## src/rtl/rr_encoder_4_2.sv

```systemverilog
// Registered round-robin 4-to-2 encoder/arbiter with a valid/ack grant handshake.
// A grant is sticky until acked; acking re-arbitrates in the same cycle for bubble-free hand-off.
module rr_encoder_4_2 (
  input  logic         clk,
  input  logic         reset,
  input  logic         en,
  input  logic [3:0]   req,
  input  logic         ack,
  output logic [1:0]   code,
  output logic         valid,
  output logic [3:0]   grant
);

  localparam int unsigned N = 4;
  localparam int unsigned W = 2;

  typedef enum logic {
    IDLE  = 1'b0,
    GRANT = 1'b1
  } state_t;

  state_t         state;
  state_t         state_nxt;
  logic [W-1:0]   ptr;
  logic [W-1:0]   ptr_nxt;
  logic [W-1:0]   code_nxt;
  logic           valid_nxt;
  logic [N-1:0]   grant_nxt;
  logic [W-1:0]   base_c;
  logic           hit_c;
  logic [W-1:0]   win_c;

  // First set request at or after base, wrapping mod N.
  function automatic logic [W:0] pick(input logic [N-1:0] r, input logic [W-1:0] base);
    logic           found;
    logic [W-1:0]   w;
    logic [W-1:0]   idx;
    found = 1'b0;
    w     = '0;
    for (int k = 0; k < int'(N); k++) begin
      idx = base + W'(k);
      if (r[idx] && !found) begin
        found = 1'b1;
        w     = idx;
      end
    end
    return {found, w};
  endfunction

  // Search base: an accepted grant searches from code+1, otherwise from ptr.
  always_comb begin
    base_c         = ptr;
    if (state == GRANT && ack) begin
      base_c = code + W'(1);
    end
    {hit_c, win_c} = pick(req, base_c);
  end

  // Next-state and next-output logic.
  always_comb begin
    state_nxt = state;
    ptr_nxt   = ptr;
    code_nxt  = code;
    valid_nxt = valid;
    grant_nxt = grant;
    case (state)
      IDLE: begin
        valid_nxt = 1'b0;
        grant_nxt = '0;
        if (en && hit_c) begin
          code_nxt  = win_c;
          valid_nxt = 1'b1;
          grant_nxt = N'(1) << win_c;
          state_nxt = GRANT;
        end
      end
      GRANT: begin
        if (ack) begin
          ptr_nxt = code + W'(1);
          if (en && hit_c) begin
            code_nxt  = win_c;
            valid_nxt = 1'b1;
            grant_nxt = N'(1) << win_c;
          end else begin
            valid_nxt = 1'b0;
            grant_nxt = '0;
            state_nxt = IDLE;
          end
        end
      end
      default: begin
        state_nxt = IDLE;
        valid_nxt = 1'b0;
        grant_nxt = '0;
      end
    endcase
  end

  // State and output registers with synchronous reset.
  always_ff @(posedge clk) begin
    if (reset) begin
      state <= IDLE;
      ptr   <= '0;
      code  <= '0;
      valid <= 1'b0;
      grant <= '0;
    end else begin
      state <= state_nxt;
      ptr   <= ptr_nxt;
      code  <= code_nxt;
      valid <= valid_nxt;
      grant <= grant_nxt;
    end
  end

endmodule
```

## config.mk

```make
export PLATFORM = sky130hd
export DESIGN_NAME = rr_encoder_4_2
export DESIGN_NICKNAME = d
export VERILOG_FILES = /design/src/rtl/rr_encoder_4_2.sv
export SDC_FILE = /design/constraint.sdc
export NUM_CORES = 1
export LEC_CHECK = 0
export ABC_CLOCK_PERIOD_IN_PS = 2300
export CORE_AREA = 8 8 45 47
export CTS_CLUSTER_SIZE = 10
export DETAILED_ROUTE_END_ITERATION = 8
export DIE_AREA = 0 0 53 55
export GPL_TIMING_DRIVEN = 0
export PLACE_DENSITY = 0.7
export SYNTH_ARGS = -nofsm -noshare
export SYNTH_HDL_FRONTEND = slang
export SYNTH_SLANG_ARGS = --single-unit
```

## constraint.sdc

```tcl
create_clock -name clk -period 2.3 [get_ports clk]
set_input_delay 0.46 -clock clk [delete_from_list [all_inputs] [get_ports clk]]
set_output_delay 0.46 -clock clk [all_outputs]
set_load 0.02 [all_outputs]
```

Word-level counts from Yosys, hierarchy flattened

Cells that the tools add are included.

Logic and storage cells: 53
Flip-flop bits (word level): 10
Input port bits: 8
Output and inout port bits: 7

Mux-type cells: 28
Order comparisons: 4
Bitwise logic cells: 1
Equal/unequal tests: 1
Reduce and logical (&&, ||, !) cells: 9
Add/sub/neg operators: 4
Shifts and indexed selects: 1

Operator list:

| cell                                                                         | number |
|---|---|
| 2-bit two-way mux                                                            | 7 |
| 2-bit by 3-bit less-than comparator with 1-bit output, second input constant | 4 |
| 1-bit two-way mux                                                            | 11 |
| 1-bit binary-select mux with 2-bit select                                    | 4 |
| 4-bit two-way mux                                                            | 2 |
| 4-bit case mux with 2 select lines                                           | 1 |
| 1-bit logical AND                                                            | 5 |
| 2-bit by 1-bit adder with 2-bit output, second input constant                | 2 |
| 2-bit adder, second input constant                                           | 2 |
| 1-bit case mux with 2 select lines                                           | 2 |
| 2-bit case mux with 2 select lines                                           | 1 |
| 1-bit by 2-bit << shifter with 4-bit output, first input constant            | 1 |
| 1-bit logical NOT                                                            | 3 |
| 2-bit != test, second input constant                                         | 1 |
| 2-bit AND reduction                                                          | 1 |
| 1-bit NOT                                                                    | 1 |

Depth between registers and ports, before layout

Gate-level depths: netlist of run 1.

Depth after elaboration: 18
Depth in mapped cells: 6
Gate-level depth less buffers: 5

Worst setup path after synthesis of run 1

No wires, ideal clock.

Kind: input -> register
From: input port ack
To: register grant[0]
Library setup time: 0.117 ns
Buffers on the path: 1
Data required time: 2.183 ns
Stages: 5
Setup slack: 0.600 ns
Arrival: 1.583 ns
Cell sequence: buf_6 -> and2_4 -> o311a_1 -> o32a_4 -> a32o_1

Word-level cells in the longest chain between the ends: 18
Elaborated cells on any way between the ends: 33
Those cells by class: 3 x add/sub; 1 x eq/ne; 1 x shift; 20 x mux; 8 x reduce/logical

Ends and longest elaborated chain:

| item                                                                                            | RTL line | RTL |
|---|---|---|
| start, declared                                                                                 | 8        | `input logic ack,` |
| parallel branches: the longest is 18 deep, another holds 2-bit by 1-bit adder with 2-bit output | n/a      |  |
| end signal, assigned                                                                            | 112      | `grant <= grant_nxt;` |
| end, declared                                                                                   | 11       | `output logic [3:0] grant` |

Several ways; the timed one is not identified. The select of a mux whose other input is x is not followed.
A chain may end at the register's enable or synchronous reset.

Final worst setup path of run 1

From: input port req[1]
To: register grant[2]

Word-level cells in the longest chain between the ends: 16
Elaborated cells on any way between the ends: 27
Those cells by class: 1 x shift; 19 x mux; 7 x reduce/logical

Ends and longest elaborated chain:

| item                                                                             | RTL line | RTL |
|---|---|---|
| start, declared                                                                  | 7        | `input logic [3:0] req,` |
| 1-bit binary-select mux with 2-bit select                                        | 42       | `if (r[idx] && !found) begin` |
| 1-bit two-way mux (not written as such)                                          | 42       |  |
| 1-bit two-way mux                                                                | 42       |  |
| 1-bit logical NOT                                                                | 42       |  |
| 1-bit logical AND                                                                | 42       |  |
| 1-bit two-way mux                                                                | 42       |  |
| 1-bit logical NOT                                                                | 42       |  |
| 1-bit logical AND                                                                | 42       |  |
| 1-bit two-way mux                                                                | 42       |  |
| 1-bit logical NOT                                                                | 42       |  |
| 1-bit logical AND                                                                | 42       |  |
| 2-bit two-way mux or 1-bit two-way mux (tied branches)                           | 42       |  |
| 1-bit by 2-bit << shifter with 4-bit output or 1-bit logical AND (tied branches) | n/a      |  |
| 4-bit two-way mux *                                                              | 70, 80   |  |
| 4-bit two-way mux                                                                | 78       | `if (ack) begin` |
| 4-bit case mux with 2 select lines *                                             | 66       | `case (state)` |

Every way passes the cells marked *; elsewhere a longest branch is shown, timed or not. The select of a mux whose other input is x is not followed.

==> impl_metrics.yaml, run 1 <==
hold_path:
  hp-start: "grant[3]"
  hold_path_class: "flip-flop to flip-flop"
  min_to: "grant[3]"
  hold_depth: 2
sta:
  timing_hold_violations_final: 0
  slew_viol_final: 0
  whs_ns: 0.456
  fin_crit_ns: 2.12
  finClkSkew_ns: 0.00153
  rsz0062_at_grt: "false"
  setup-violations-final: 0
  layout_setup_ws_ns: 0.179
  relSlewSlack_pct: 38.7
  tightest_slew_ns: 0.907
  timing.final.crit_share_pct: 92.2
  max_freq_mhz: 472
cells_and_area:
  layout-drive-gt1-share_pct: 11.4
  fin_area_um2: 733
  multi_input_area_um2: 327
  n_antenna_cell: 0
  final_common_cell: "clkdlybuf4s50_1"
  nets: 88
  synthToLayoutAreaGrowth_pct: 31.7
  final_util_pct: 53.0
  fillerInstances: 142
  ff_latch_area_um2: 200
  final_cell_mix: "12 x clkdlybuf4s50_1, 10 x dfxtp_1, 8 x nor2_1, 4 x a21oi_1"
floorplan:
  pin_count: 15
  die_y_um: 55
  die_w_um: 53
  dieArea_um2: 2920
  initial_utilization_pct: 40.2
  core.rowCount: 14
  coreArea_um2: 1380
place:
  dp_hpwl_um: 945
  portBuffers: 12
  dp_slack_ns: -0.0873
  gp_congestion: 0.804
  placed_area_um2: 697
route:
  drt_iter0_drc: 8
  vias_per_cell: 5.55
  routed_wl_um: 1210
  drcViolationCount: 0
  routed-via-count: 527
  wl_per_cell_um: 12.8
  ant_nets: 0
  firstDrtPassIters: 4
global_route:
  grt_max_degree: 11
  grt.total_usage_pct: 9.48
  grt_pass1_wl_um: 2060
  antenna_found_initial: 0
  grt_pass1_vias: 519
  grt-ovfl-total: 0
cts:
  cts_hold_buf: 0
  numCtsBuffers: 3
  htree_num_levels: 1
  cts_tree: "done"
  cts_resized: 0
  clkLatencyLatePin_ns: 0.27
  clockBufferDepth: 2
  cts.sinks: 10
  cts_setup_buffers: 0
  cts_root_buf: "clkbuf_4"
  clkTransAtPathRegs_ns: 0.07
logic_synthesis:
  ys_ff_latch: 10
  yosys_warnings: 0
  yosys.area.top_type: "dfxtp_1"
  post_synth.cell_area_avg_um2: 8.84
  synth-async-reset-ratio_pct: 0
  yosysSeqAreaShare_pct: 36.0
  syn_nets: 71
  synthCells: 63
  synth_area_um2: 557
  ys.flop_type: "dfxtp_1"
  ys_types: 36
  synth.top_cell.area_share_pct: 36.0
  synth_edf_count: 0
  synth_area_leaders: "dfxtp_1 36%, nor2_1 5.4%, o32a_4 4.0%, a21oi_1 3.6%, nand2b_1 3.4%"
pwr:
  power_density_nw_per_um2: 628
  finalPower_mw: 0.460
  p_leak_nw: 0.264
  peakVddDrop_mv: 0.367
job:
  cap_viol_max_count: 0
setup_path:
  crit_start: "req[1]"
  crit_fanout: 6
  path_cells: "clkdlybuf4s50_1 > o41ai_1 > or3_1 > nor2_1 > a22o_1"
  worst_setup_path_end_kind: "flip-flop"
  critical_path_arrival_ns: 2.29
  reg2reg_slack_ns: 0.61
  critical_path.startpoint_type: "primary input"
  r2r_cells: 5
  r2r_end: "grant[0]"
  timing.rr.start: "code[0]"
  critPathKind: "primary input to flip-flop"
  critPathMaxStageDelay_ns: 0.86
  required_ns: 2.47
  cpMaxStageDelayCell: "o41ai_1"
run_status:
  status: "finished, final reports clean"
==> power breakdown <==
group / internal [mW] / switching (mW)
Clock: 0.0963 / 0.0656
Combinational: 0.0533 / 0.0522
Sequential: 0.184 / 0.00887
==> worst max-delay path by stage <==
stage	slack, ns	end	depth (start not counted)
final	0.18	grant[2]	5
after global routing	0.08	grant[2]	5
after CTS	0.20	grant[2]	5
after detailed placement	-0.09	grant[2]	5
after global placement	-0.09	grant[2]	5
after floorplan	0.60	grant[0]	5
==> synthesized netlist by cell type, types with 2 or more instances <==
library cell  instances
inv_1                 2
a21oi_1               4
nand2_1               3
dfxtp_1              10
o21ai_0               3
nor2_1                8
nand2b_1              3
nand3b_1              2
==> through the flow <==
stage          std cells  setup TNS (ns)
2_1_floorplan         63               0
5_1_grt               95               0
3_5_place_dp          91          -0.117
6_report              95               0
4_1_cts               95               0
3_3_place_gp          91          -0.117
==> critical path, delay by kind of cell <==
| family | cells | cell delay [ns] |
|---|---|---|
| buffers and inverters | 1 | 0.48 |
| AOI/OAI and AO/OA | 2 | 1.03 |
| and+or+nand+nor | 2 | 0.32 |
==> cell families (layout without fill, tap and decap cells) <==
family                    count (synthesis)  after routing  share of synthesized area [%]
AOI/OAI and AO/OA                        23             23                           32.8
xor gates and xnor gates                  1              1                           1.57
and+or+nand+nor                          24             24                           24.3
DFF                                      10             10                           36.0
buffers and inverters                     5             21                           5.39
==> sequential cells by signal, summed over array words and instances, names as in the netlist <==
register  cells
code          2
grant         4
ptr           2
state         1
valid         1
==> routing by layer <==
metal	track usage (%)	wire, um
met1	10.7	597
met2	14.5	503
met3	4.55	98
met4	5.17	14
met5	0	0
==> layout make-up <==
| type | instances | share of cell area, % |
|---|---|---|
| Sequential cell | 10 | 27.3 |
| Inverter | 2 | 1.02 |
| Buffer | 3 | 3.07 |
| Tap cell | 16 | 2.73 |
| Timing Repair Buffer | 12 | 16.4 |
| Multi-Input combinational cell | 48 | 44.5 |
| Clock buffer | 4 | 4.95 |
(Power assumes the default switching activity.)
==> inputs of run 2 (changes only) <==
--- a/config.mk
+++ b/config.mk
@@ -5,7 +5,6 @@
 export SDC_FILE = /design/constraint.sdc
 export NUM_CORES = 1
 export LEC_CHECK = 0
-export ABC_CLOCK_PERIOD_IN_PS = 2300
 export CORE_AREA = 8 8 45 47
 export CTS_CLUSTER_SIZE = 10
 export DETAILED_ROUTE_END_ITERATION = 8
==> results of run 2 <==
Same layout as run 1: the final DEF is identical, and so are final timing and power.
